==> src/rtl/alu_host_driver.sv <==
// Initiator for the ALU16 operand/result bus: sequences start/s/inbus, captures outbus words and flags.
// Latency: start 1 cycle after request accept, response 1 cycle after finish; rsp_* held until rsp_ready.
module alu_host_driver #(
  parameter int TIMEOUT_CYCLES = 64,
  parameter int ABORT_CYCLES   = 2
) (
  input  logic        clk,
  input  logic        rst,
  input  logic        req_valid,
  output logic        req_ready,
  input  logic [1:0]  req_op,
  input  logic [15:0] req_x,
  input  logic [15:0] req_y,
  output logic        rsp_valid,
  input  logic        rsp_ready,
  output logic [15:0] rsp_hi,
  output logic [15:0] rsp_lo,
  output logic [3:0]  rsp_flags,
  output logic        rsp_timeout,
  output logic        alu_start,
  output logic [1:0]  alu_s,
  output logic [15:0] alu_inbus,
  input  logic [15:0] alu_outbus,
  input  logic        alu_negative,
  input  logic        alu_zero,
  input  logic        alu_carry,
  input  logic        alu_overflow,
  input  logic        alu_finish,
  output logic        alu_rst_b
);

  typedef enum logic [2:0] {
    S_IDLE, S_START, S_LOAD_X, S_LOAD_Y, S_WAIT, S_ABORT, S_RESP
  } state_t;

  localparam logic [7:0] TO_LAST = 8'(TIMEOUT_CYCLES - 1);
  localparam logic [7:0] AB_LAST = 8'(ABORT_CYCLES - 1);

  state_t      state_q, state_d;
  logic [15:0] x_q, x_d, y_q, y_d;
  logic [15:0] hist0_q, hist0_d, hist1_q, hist1_d;
  logic [7:0]  cnt_q, cnt_d;
  logic        sticky_q, sticky_d;
  logic        req_ready_q, req_ready_d;
  logic        rsp_valid_q, rsp_valid_d;
  logic [15:0] rsp_hi_q, rsp_hi_d, rsp_lo_q, rsp_lo_d;
  logic [3:0]  rsp_flags_q, rsp_flags_d;
  logic        rsp_timeout_q, rsp_timeout_d;
  logic        alu_start_q, alu_start_d;
  logic [1:0]  alu_s_q, alu_s_d;
  logic [15:0] alu_inbus_q, alu_inbus_d;
  logic        alu_rst_b_q, alu_rst_b_d;

  // Each transition loads the outputs of the state being entered, so every output is a flop.
  always_comb begin
    state_d       = state_q;
    x_d           = x_q;
    y_d           = y_q;
    hist0_d       = hist0_q;
    hist1_d       = hist1_q;
    cnt_d         = cnt_q;
    sticky_d      = sticky_q;
    req_ready_d   = req_ready_q;
    rsp_valid_d   = rsp_valid_q;
    rsp_hi_d      = rsp_hi_q;
    rsp_lo_d      = rsp_lo_q;
    rsp_flags_d   = rsp_flags_q;
    rsp_timeout_d = rsp_timeout_q;
    alu_start_d   = alu_start_q;
    alu_s_d       = alu_s_q;
    alu_inbus_d   = alu_inbus_q;
    alu_rst_b_d   = alu_rst_b_q;
    case (state_q)
      S_IDLE: begin
        req_ready_d = 1'b1;
        if (req_valid && req_ready_q) begin
          x_d         = req_x;
          y_d         = req_y;
          alu_s_d     = req_op;
          alu_start_d = 1'b1;
          alu_inbus_d = 16'h0000;
          req_ready_d = 1'b0;
          state_d     = S_START;
        end
      end
      S_START: begin
        alu_start_d = 1'b0;
        alu_inbus_d = x_q;
        state_d     = S_LOAD_X;
      end
      S_LOAD_X: begin
        alu_inbus_d = y_q;
        state_d     = S_LOAD_Y;
      end
      S_LOAD_Y: begin
        alu_inbus_d = 16'h0000;
        cnt_d       = 8'd0;
        sticky_d    = 1'b0;
        state_d     = S_WAIT;
      end
      S_WAIT: begin
        hist1_d  = hist0_q;
        hist0_d  = alu_outbus;
        sticky_d = sticky_q | alu_overflow;
        cnt_d    = cnt_q + 8'd1;
        // finish takes priority over the watchdog limit
        if (alu_finish) begin
          rsp_hi_d      = hist1_q;
          rsp_lo_d      = hist0_q;
          rsp_flags_d   = {alu_negative, alu_zero, alu_carry, sticky_q | alu_overflow};
          rsp_timeout_d = 1'b0;
          rsp_valid_d   = 1'b1;
          state_d       = S_RESP;
        end else if (cnt_q == TO_LAST) begin
          alu_rst_b_d = 1'b0;
          cnt_d       = 8'd0;
          state_d     = S_ABORT;
        end
      end
      S_ABORT: begin
        if (cnt_q == AB_LAST) begin
          alu_rst_b_d   = 1'b1;
          rsp_valid_d   = 1'b1;
          rsp_timeout_d = 1'b1;
          rsp_hi_d      = 16'h0000;
          rsp_lo_d      = 16'h0000;
          rsp_flags_d   = 4'h0;
          state_d       = S_RESP;
        end else begin
          cnt_d = cnt_q + 8'd1;
        end
      end
      S_RESP: begin
        if (rsp_ready) begin
          rsp_valid_d = 1'b0;
          req_ready_d = 1'b1;
          state_d     = S_IDLE;
        end
      end
      default: state_d = S_IDLE;
    endcase
  end

  always_ff @(posedge clk or posedge rst) begin
    if (rst) begin
      state_q       <= S_IDLE;
      x_q           <= 16'h0000;
      y_q           <= 16'h0000;
      hist0_q       <= 16'h0000;
      hist1_q       <= 16'h0000;
      cnt_q         <= 8'd0;
      sticky_q      <= 1'b0;
      req_ready_q   <= 1'b1;
      rsp_valid_q   <= 1'b0;
      rsp_hi_q      <= 16'h0000;
      rsp_lo_q      <= 16'h0000;
      rsp_flags_q   <= 4'h0;
      rsp_timeout_q <= 1'b0;
      alu_start_q   <= 1'b0;
      alu_s_q       <= 2'b00;
      alu_inbus_q   <= 16'h0000;
      alu_rst_b_q   <= 1'b1;
    end else begin
      state_q       <= state_d;
      x_q           <= x_d;
      y_q           <= y_d;
      hist0_q       <= hist0_d;
      hist1_q       <= hist1_d;
      cnt_q         <= cnt_d;
      sticky_q      <= sticky_d;
      req_ready_q   <= req_ready_d;
      rsp_valid_q   <= rsp_valid_d;
      rsp_hi_q      <= rsp_hi_d;
      rsp_lo_q      <= rsp_lo_d;
      rsp_flags_q   <= rsp_flags_d;
      rsp_timeout_q <= rsp_timeout_d;
      alu_start_q   <= alu_start_d;
      alu_s_q       <= alu_s_d;
      alu_inbus_q   <= alu_inbus_d;
      alu_rst_b_q   <= alu_rst_b_d;
    end
  end

  assign req_ready   = req_ready_q;
  assign rsp_valid   = rsp_valid_q;
  assign rsp_hi      = rsp_hi_q;
  assign rsp_lo      = rsp_lo_q;
  assign rsp_flags   = rsp_flags_q;
  assign rsp_timeout = rsp_timeout_q;
  assign alu_start   = alu_start_q;
  assign alu_s       = alu_s_q;
  assign alu_inbus   = alu_inbus_q;
  assign alu_rst_b   = alu_rst_b_q;

endmodule

==> config.mk <==
export PLATFORM = sky130hd
export DESIGN_NAME = alu_host_driver
export DESIGN_NICKNAME = d
export VERILOG_FILES = /design/src/rtl/alu_host_driver.sv
export SDC_FILE = /design/constraint.sdc
export NUM_CORES = 1
export LEC_CHECK = 0
export CAP_MARGIN = 20
export CORE_MARGIN = 2
export CORE_UTILIZATION = 45
export DETAILED_ROUTE_END_ITERATION = 8
export MAX_ROUTING_LAYER = met4
export PLACE_DENSITY = 0.81
export SLEW_MARGIN = 10
export SYNTH_ARGS = -nofsm -noshare
export SYNTH_HDL_FRONTEND = slang
export SYNTH_SLANG_ARGS = --single-unit
==> constraint.sdc <==
create_clock -name clk -period 6.35 [get_ports clk]
set_clock_uncertainty 0.05 [all_clocks]
set_input_delay 1.5875 -clock clk [delete_from_list [all_inputs] [get_ports clk]]
set_output_delay 1.5875 -clock clk [all_outputs]
set_load 0.05 [all_outputs]
==> qor.csv, run 1 <==
stage,metric,value,unit
outcome,run status,"complete, but fails checks",
outcome,failing checks,design-rule violations,
place,DP Area,6671,µm²
clock_network,Post-CTS Setup Inserts,0,
place,Port Buffers,117,
drt,post-route ant nets,0,
synth,top cell type's share of synthesized area,0.6195,
worst_setup_path,crit path max-delay cell type,clkdlybuf4s50_1,
drt,Total Wirelength,12370,µm
worst_setup_path,crit path kind,reg -> out,
pwr,Power Dens Cells,570.7,nW/µm²
sta,hold slack,436.1,ps
drt,vias per inst,5.674,
clock_network,clk buf depth,2,
synth,total nets after synthesis,446,
pwr,worst vdd ir,0.0003282,V
sta,final hold viol count,0,
pwr,P_leak,3.228,nW
worst_hold_path,Hold Path Class,reg -> reg,
cells_and_area,final instance area,7298,µm²
global_routing,initial antenna violation count,0,
global_routing,Total Routing Usage GR,0.2079,
run,Max-cap violations,0,
sta,f_max,0.2912,GHz
synth,sequential area share after synthesis,0.6293,
synth,most numerous cell in the Yosys netlist,dfrtp_1,
clock_network,H-tree levels,4,
sta,headroom to the max-slew limit,0.4499,
synth,dominant cells by area after synthesis,"dfrtp_1 (62%), mux2_2 (13%), a22o_1 (5.9%)",
synth,ys flop type,dfrtp_1,
drt,WL per Instance,18.69,µm
worst_setup_path,peak fanout along the critical path,5,
synth,syn avg cell area,13.95,µm²
drt,DRC,4,
clock_network,Num Clock Sinks,135,
clock_network,clock root buffer,clkbuf_16,
sta,Slew @ Worst Pin,823.5,ps
worst_hold_path,Worst Hold Depth,1,
cells_and_area,Final nets,567,
worst_hold_path,Worst Min Path Start,hist1_q[2],
sta,RSZ-0062 raised after global routing,false,
clock_network,CTS tree,done,
global_routing,vias in the first global route,4005,
drt,drt first pass iters,9,
synth,Async SR Flop Fraction,1.000,
floorplan,die area,12830,µm²
place,Detail Placement HPWL,7678,µm
sta,setup_tns,0,ps
clock_network,Post-CTS Hold Buffers,0,
worst_setup_path,critical path cell sequence,clkdlybuf4s50_1,
worst_setup_path,Worst R2R Start,state_q[2],
floorplan,placement row count,39,
floorplan,Core ar.,11520,µm²
synth,Post-synth EDFFs,0,
drt,initial detailed-routing violation count,318,
sta,Tcrit/Tclk final,0.5408,
global_routing,total gr overflow,0,
global_routing,largest net degree at the start of global routing,86,
clock_network,CTS Buf Count,17,
clock_network,# resized after CTS,0,
worst_setup_path,worst endpoint required time,4710,ps
drt,DR vias,3756,
cells_and_area,antenna cells,0,
floorplan,die height,113.3,µm
worst_setup_path,Crit path max-delay family,buffers and inverters,
cells_and_area,fin util,0.6337,
cells_and_area,area grow syn2layout,35.84,%
synth,Mapped Area,5373,µm²
floorplan,Initial Util,0.4665,
place,GP Congestion,0.8789,
synth,Synth top cells by count,"dfrtp_1 (133), mux2_2 (63), a22o_1 (36), inv_1 (21), a222oi_1 (16)",
worst_setup_path,Worst setup EP type,output pin,
synth,yosys warns,0,
sta,post-layout minimum cycle time,3434,ps
floorplan,I/O pin count,118,
sta,max-slew violation count,0,
cells_and_area,Multi-input gate area,1814,µm²
floorplan,die width,113.3,µm
worst_setup_path,worst reg2reg setup slack,3910,ps
clock_network,clock transition at the registers of the reported paths,60,ps
clock_network,clk_lat worst skew,420,ps
worst_setup_path,worst r2r path cells,3,
worst_setup_path,CP arrival,1800,ps
worst_hold_path,Hold Path Sink,rsp_hi[2],
synth,Synth cell types,47,
synth,"area leader, netlist",dfrtp_1,
worst_setup_path,"Buf+Inv Stages, Crit Path",1,
synth,cells after synthesis,385,
synth,Synth Register Bits,135,
cells_and_area,register area,3381,µm²
global_routing,first-pass GRT wire length,20290,µm
cells_and_area,Fillers,845,
sta,final setup violation count,0,
worst_setup_path,Max stage delay on crit path,820,ps
cells_and_area,fraction of layout cells with a size suffix above 1,0.2216,
worst_setup_path,kind of start point of the critical path,register,
worst_setup_path,worst reg2reg endpoint,rsp_lo[12],
final cells by class:
type	instances	area share
Timing Repair Buffer	124	0.1704
Clock inverter	12	0.02092
Tap cell	143	0.02452
Multi-Input combinational cell	207	0.2486
Sequential cell	135	0.4632
Inverter	21	0.01114
Clock buffer	20	0.06120
worst max-delay path by stage:
stage                         start       endpoint  slack (ps)  depth (start not counted)
final                     req_ready      req_ready        2920                          1
after global routing      req_ready      req_ready        2860                          1
after CTS                 req_ready      req_ready        2880                          1
after detailed placement        rst  alu_inbus[11]        2780                          3
after global placement          rst  alu_inbus[11]        2830                          3
after floorplan                 rst   alu_inbus[0]        1100                          1
per-layer routing:
metal | routed length (µm) | vias to the layer above | track usage
met3 | 806 | 20 | 0.06427
met2 | 6161 | 146 | 0.3210
met1 | 5173 | 1906 | 0.2579
met4 | 229 | 0 | 0.08211
met5 | 0 | - | -
li1 | - | 1684 | -
metrics by stage:
stage	setup WS (ps)	std cells	total power [mW]
final	2916	662	4.165
after global routing	2860	662	4.371
after CTS	2885	661	4.192
after detailed placement	2777	629	3.179
after global placement	2826	629	3.116
after floorplan	1105	385	2.641
power by group:
part | switching, mW | internal (mW)
clock | 0.365 | 0.627
combinational | 0.958 | 0.703
sequential | 0.271 | 1.24
sequential cells by signal (all words and copies together), names as in the netlist:
| name | count |
|---|---|
| y_q | 16 |
| alu_start | 1 |
| alu_inbus | 16 |
| cnt_q | 8 |
| rsp_flags | 4 |
| x_q | 16 |
| sticky_q | 1 |
| hist1_q | 16 |
| hist0_q | 16 |
| state_q | 3 |
| rsp_timeout | 1 |
| req_ready | 1 |
| rsp_valid | 1 |
| alu_rst_b | 1 |
| rsp_lo | 16 |
| rsp_hi | 16 |
| alu_s | 2 |
kinds of logic after synthesis:
family                   count (synthesis)  share of synthesized area
flip-flops                             135                     0.6292
AO/OA/AOI/OAI                           87                     0.1327
multiplexers                            67                     0.1402
AND/OR/NAND/NOR                         51                    0.05659
buffers and inverters                   43                    0.03656
adder cells (fa/ha/maj)                  2                   0.004657
cell usage in the layout (no fill, tap or decap), types with 3 or more instances in the layout:
| master | count |
|---|---|
| and3_1 | 3 |
| clkdlybuf4s50_1 | 117 |
| nand2b_1 | 3 |
| mux2_2 | 63 |
| buf_4 | 6 |
| dfrtp_1 | 133 |
| clkinv_4 | 4 |
| o21ai_0 | 5 |
| o31ai_1 | 3 |
| a31oi_1 | 4 |
| clkbuf_16 | 17 |
| mux2_1 | 3 |
| a222oi_1 | 16 |
| nand2_1 | 12 |
| nand3_1 | 9 |
| clkinv_2 | 4 |
| bufinv_16 | 3 |
| a22o_1 | 36 |
| nor2_1 | 7 |
| inv_1 | 20 |
| a21oi_1 | 8 |
Power figures use the tool's default switching activity.
==> inputs of run 2 (changes only) <==
==> constraint.sdc (replaced) <==
create_clock -name clk -period 3.3 [get_ports clk]
set_clock_uncertainty 0.05 [all_clocks]
set_input_delay 0.825 -clock clk [delete_from_list [all_inputs] [get_ports clk]]
set_output_delay 0.825 -clock clk [all_outputs]
set_load 0.05 [all_outputs]
==> run 2 against run 1 <==
Compared with the run above: the run still ends with design-rule violations left; largest power group unchanged; largest cell class unchanged; non-clock buffer count grew 1; worst setup slack lost 2300 ps; critical path depth unchanged; clock-buffer cell count is 4 higher; via count down 1.7%; total power is 89% higher; clock power is 77% higher; core utilization decreased by 0.38 points; cell count is 0.15% higher.
==> qor.csv, run 2 (synthesis results as in run 1) <==
stage,metric,value,unit
outcome,run status,"complete, but fails checks",
sta,final setup violation count,0,
drt,vias per inst,5.567,
sta,post-layout minimum cycle time,2653,ps
place,GP Congestion,0.8089,
worst_setup_path,worst reg2reg setup slack,1160,ps
global_routing,initial antenna violation count,0,
global_routing,Total Routing Usage GR,0.2037,
cells_and_area,area grow syn2layout,35.03,%
drt,DRC,4,
clock_network,clk_lat worst skew,410,ps
floorplan,die area,12830,µm²
sta,final hold viol count,0,
clock_network,clock root buffer,clkbuf_16,
pwr,worst vdd ir,0.0005916,V
cells_and_area,fraction of layout cells with a size suffix above 1,0.2192,
clock_network,CTS tree,done,
clock_network,CTS Buf Count,17,
cells_and_area,antenna cells,0,
clock_network,clock transition at the registers of the reported paths,60,ps
worst_setup_path,worst endpoint required time,2420,ps
worst_setup_path,crit path kind,reg -> out,
global_routing,GRT Max-Usage Layer,met2,
cells_and_area,"commonest non-fill, non-tap cell in the layout",dfrtp_1,
worst_setup_path,Worst R2R Start,state_q[2],
drt,WL per Instance,17.89,µm
cells_and_area,Fillers,857,
place,Detail Placement HPWL,7757,µm
worst_setup_path,kind of start point of the critical path,register,
drt,DR vias,3691,
global_routing,global routing usage on met1,0.2488,
cells_and_area,final instance area,7254,µm²
place,DP Area,6700,µm²
worst_setup_path,Worst setup EP type,output pin,
sta,RSZ-0062 raised after global routing,false,
floorplan,die height,113.3,µm
worst_setup_path,worst r2r path cells,4,
floorplan,die width,113.3,µm
clock_network,# resized after CTS,0,
worst_setup_path,crit path max-delay cell type,clkdlybuf4s50_1,
pwr,P_leak,3.198,nW
cells_and_area,Final nets,568,
sta,setup_tns,0,ps
worst_setup_path,Crit path max-delay family,buffers and inverters,
clock_network,H-tree levels,4,
place,Port Buffers,117,
global_routing,total gr overflow,0,
global_routing,largest net degree at the start of global routing,136,
cells_and_area,most frequent cells in the layout,"dfrtp_1 (133), clkdlybuf4s50_1 (117), mux2_2 (63)",
drt,Total Wirelength,11860,µm
drt,post-route ant nets,0,
sta,f_max,0.3769,GHz
pwr,Power Dens Cells,1085,nW/µm²
clock_network,Num Clock Sinks,135,
sta,hold slack,431.6,ps
floorplan,I/O pin count,118,
worst_setup_path,last element of the critical path,req_ready,
worst_setup_path,worst setup path startpoint,req_ready,
sta,Slew @ Worst Pin,694.2,ps
drt,initial detailed-routing violation count,271,
global_routing,vias in the first global route,3941,
global_routing,met2 usage,0.3182,
sta,max-slew violation count,0,
run,Max-cap violations,0,
worst_setup_path,peak fanout along the critical path,5,
global_routing,first-pass GRT wire length,19840,µm
worst_setup_path,worst reg2reg endpoint,hist1_q[8],
outcome,failing checks,design-rule violations,
cells_and_area,fin util,0.6299,
floorplan,placement row count,39,
global_routing,met3 GRT Util,0.06963,
worst_setup_path,critical path depth in cells,1,
sta,headroom to the max-slew limit,0.5372,
drt,drt first pass iters,9,
worst_setup_path,critical path cell sequence,clkdlybuf4s50_1,
worst_setup_path,CP arrival,1780,ps
worst_setup_path,Max stage delay on crit path,810,ps
clock_network,clk buf depth,2,
floorplan,Initial Util,0.4665,
sta,Tcrit/Tclk final,0.8040,
floorplan,Core ar.,11520,µm²
clock_network,Post-CTS Hold Buffers,0,
clock_network,Post-CTS Setup Inserts,0,
worst_setup_path,"Buf+Inv Stages, Crit Path",1,
worst_hold_path,Hold Path Class,reg -> reg,
==> run 2: changes by cell type in the layout (fill, tap and decap cells not counted) <==
cell / change
buf_12: +1
clkinv_4: -4
buf_16: -1
bufinv_16: -2
clkinvlp_4: +3
inv_4: -1
clkbuf_8: +2
clkbuf_1: +2
buf_4: +1
==> run 2: how the worst min path moves through the flow <==
stage / depth (start not counted) / to / startpoint
after floorplan: 2 / alu_inbus[4] / y_q[4]
after global placement: 2 / alu_inbus[4] / y_q[4]
after detailed placement: 2 / alu_inbus[11] / y_q[11]
after CTS: 2 / alu_inbus[9] / y_q[9]
after global routing: 1 / rsp_hi[1] / hist1_q[1]
final: 2 / alu_inbus[9] / y_q[9]
==> run 2: layer usage <==
metal | share of wire | vias up
met4 | 0.018 | 0
met3 | 0.059 | 16
met1 | 0.43 | 1886
met2 | 0.49 | 105
met5 | 0 | -
li1 | - | 1684
==> run 2: area by class of cell <==
type                    count  area, µm²  share of cell area
well taps                 143      178.9             0.02466
flip-flops and latches    135       3381              0.4660
clock buffers              24      481.7             0.06640
multi-input cells         207       1814              0.2501
clock inverters             8      72.57             0.01000
repair buffers            125       1244              0.1714
inverters                  21      82.58             0.01138
==> run 2: stage by stage <==
stage / cells / power, mW / setup WS (ps)
after detailed placement: 631 / 6.150 / 695.7
after floorplan: 385 / 5.082 / 747.5
after global placement: 631 / 6.012 / 737.4
after CTS: 663 / 7.949 / 622.7
after global routing: 663 / 8.293 / 608.6
final: 663 / 7.869 / 646.8
==> run 2: report_power, final <==
| part | internal, mW | total, mW | leakage, nW | switching, mW |
|---|---|---|---|---|
| logic | 1.36 | 3.25 | 1.25 | 1.88 |
| clock network | 1.09 | 1.75 | 0.266 | 0.661 |
| registers | 2.39 | 2.87 | 1.68 | 0.477 |
| total | 4.85 | 7.87 | 3.20 | 3.02 |
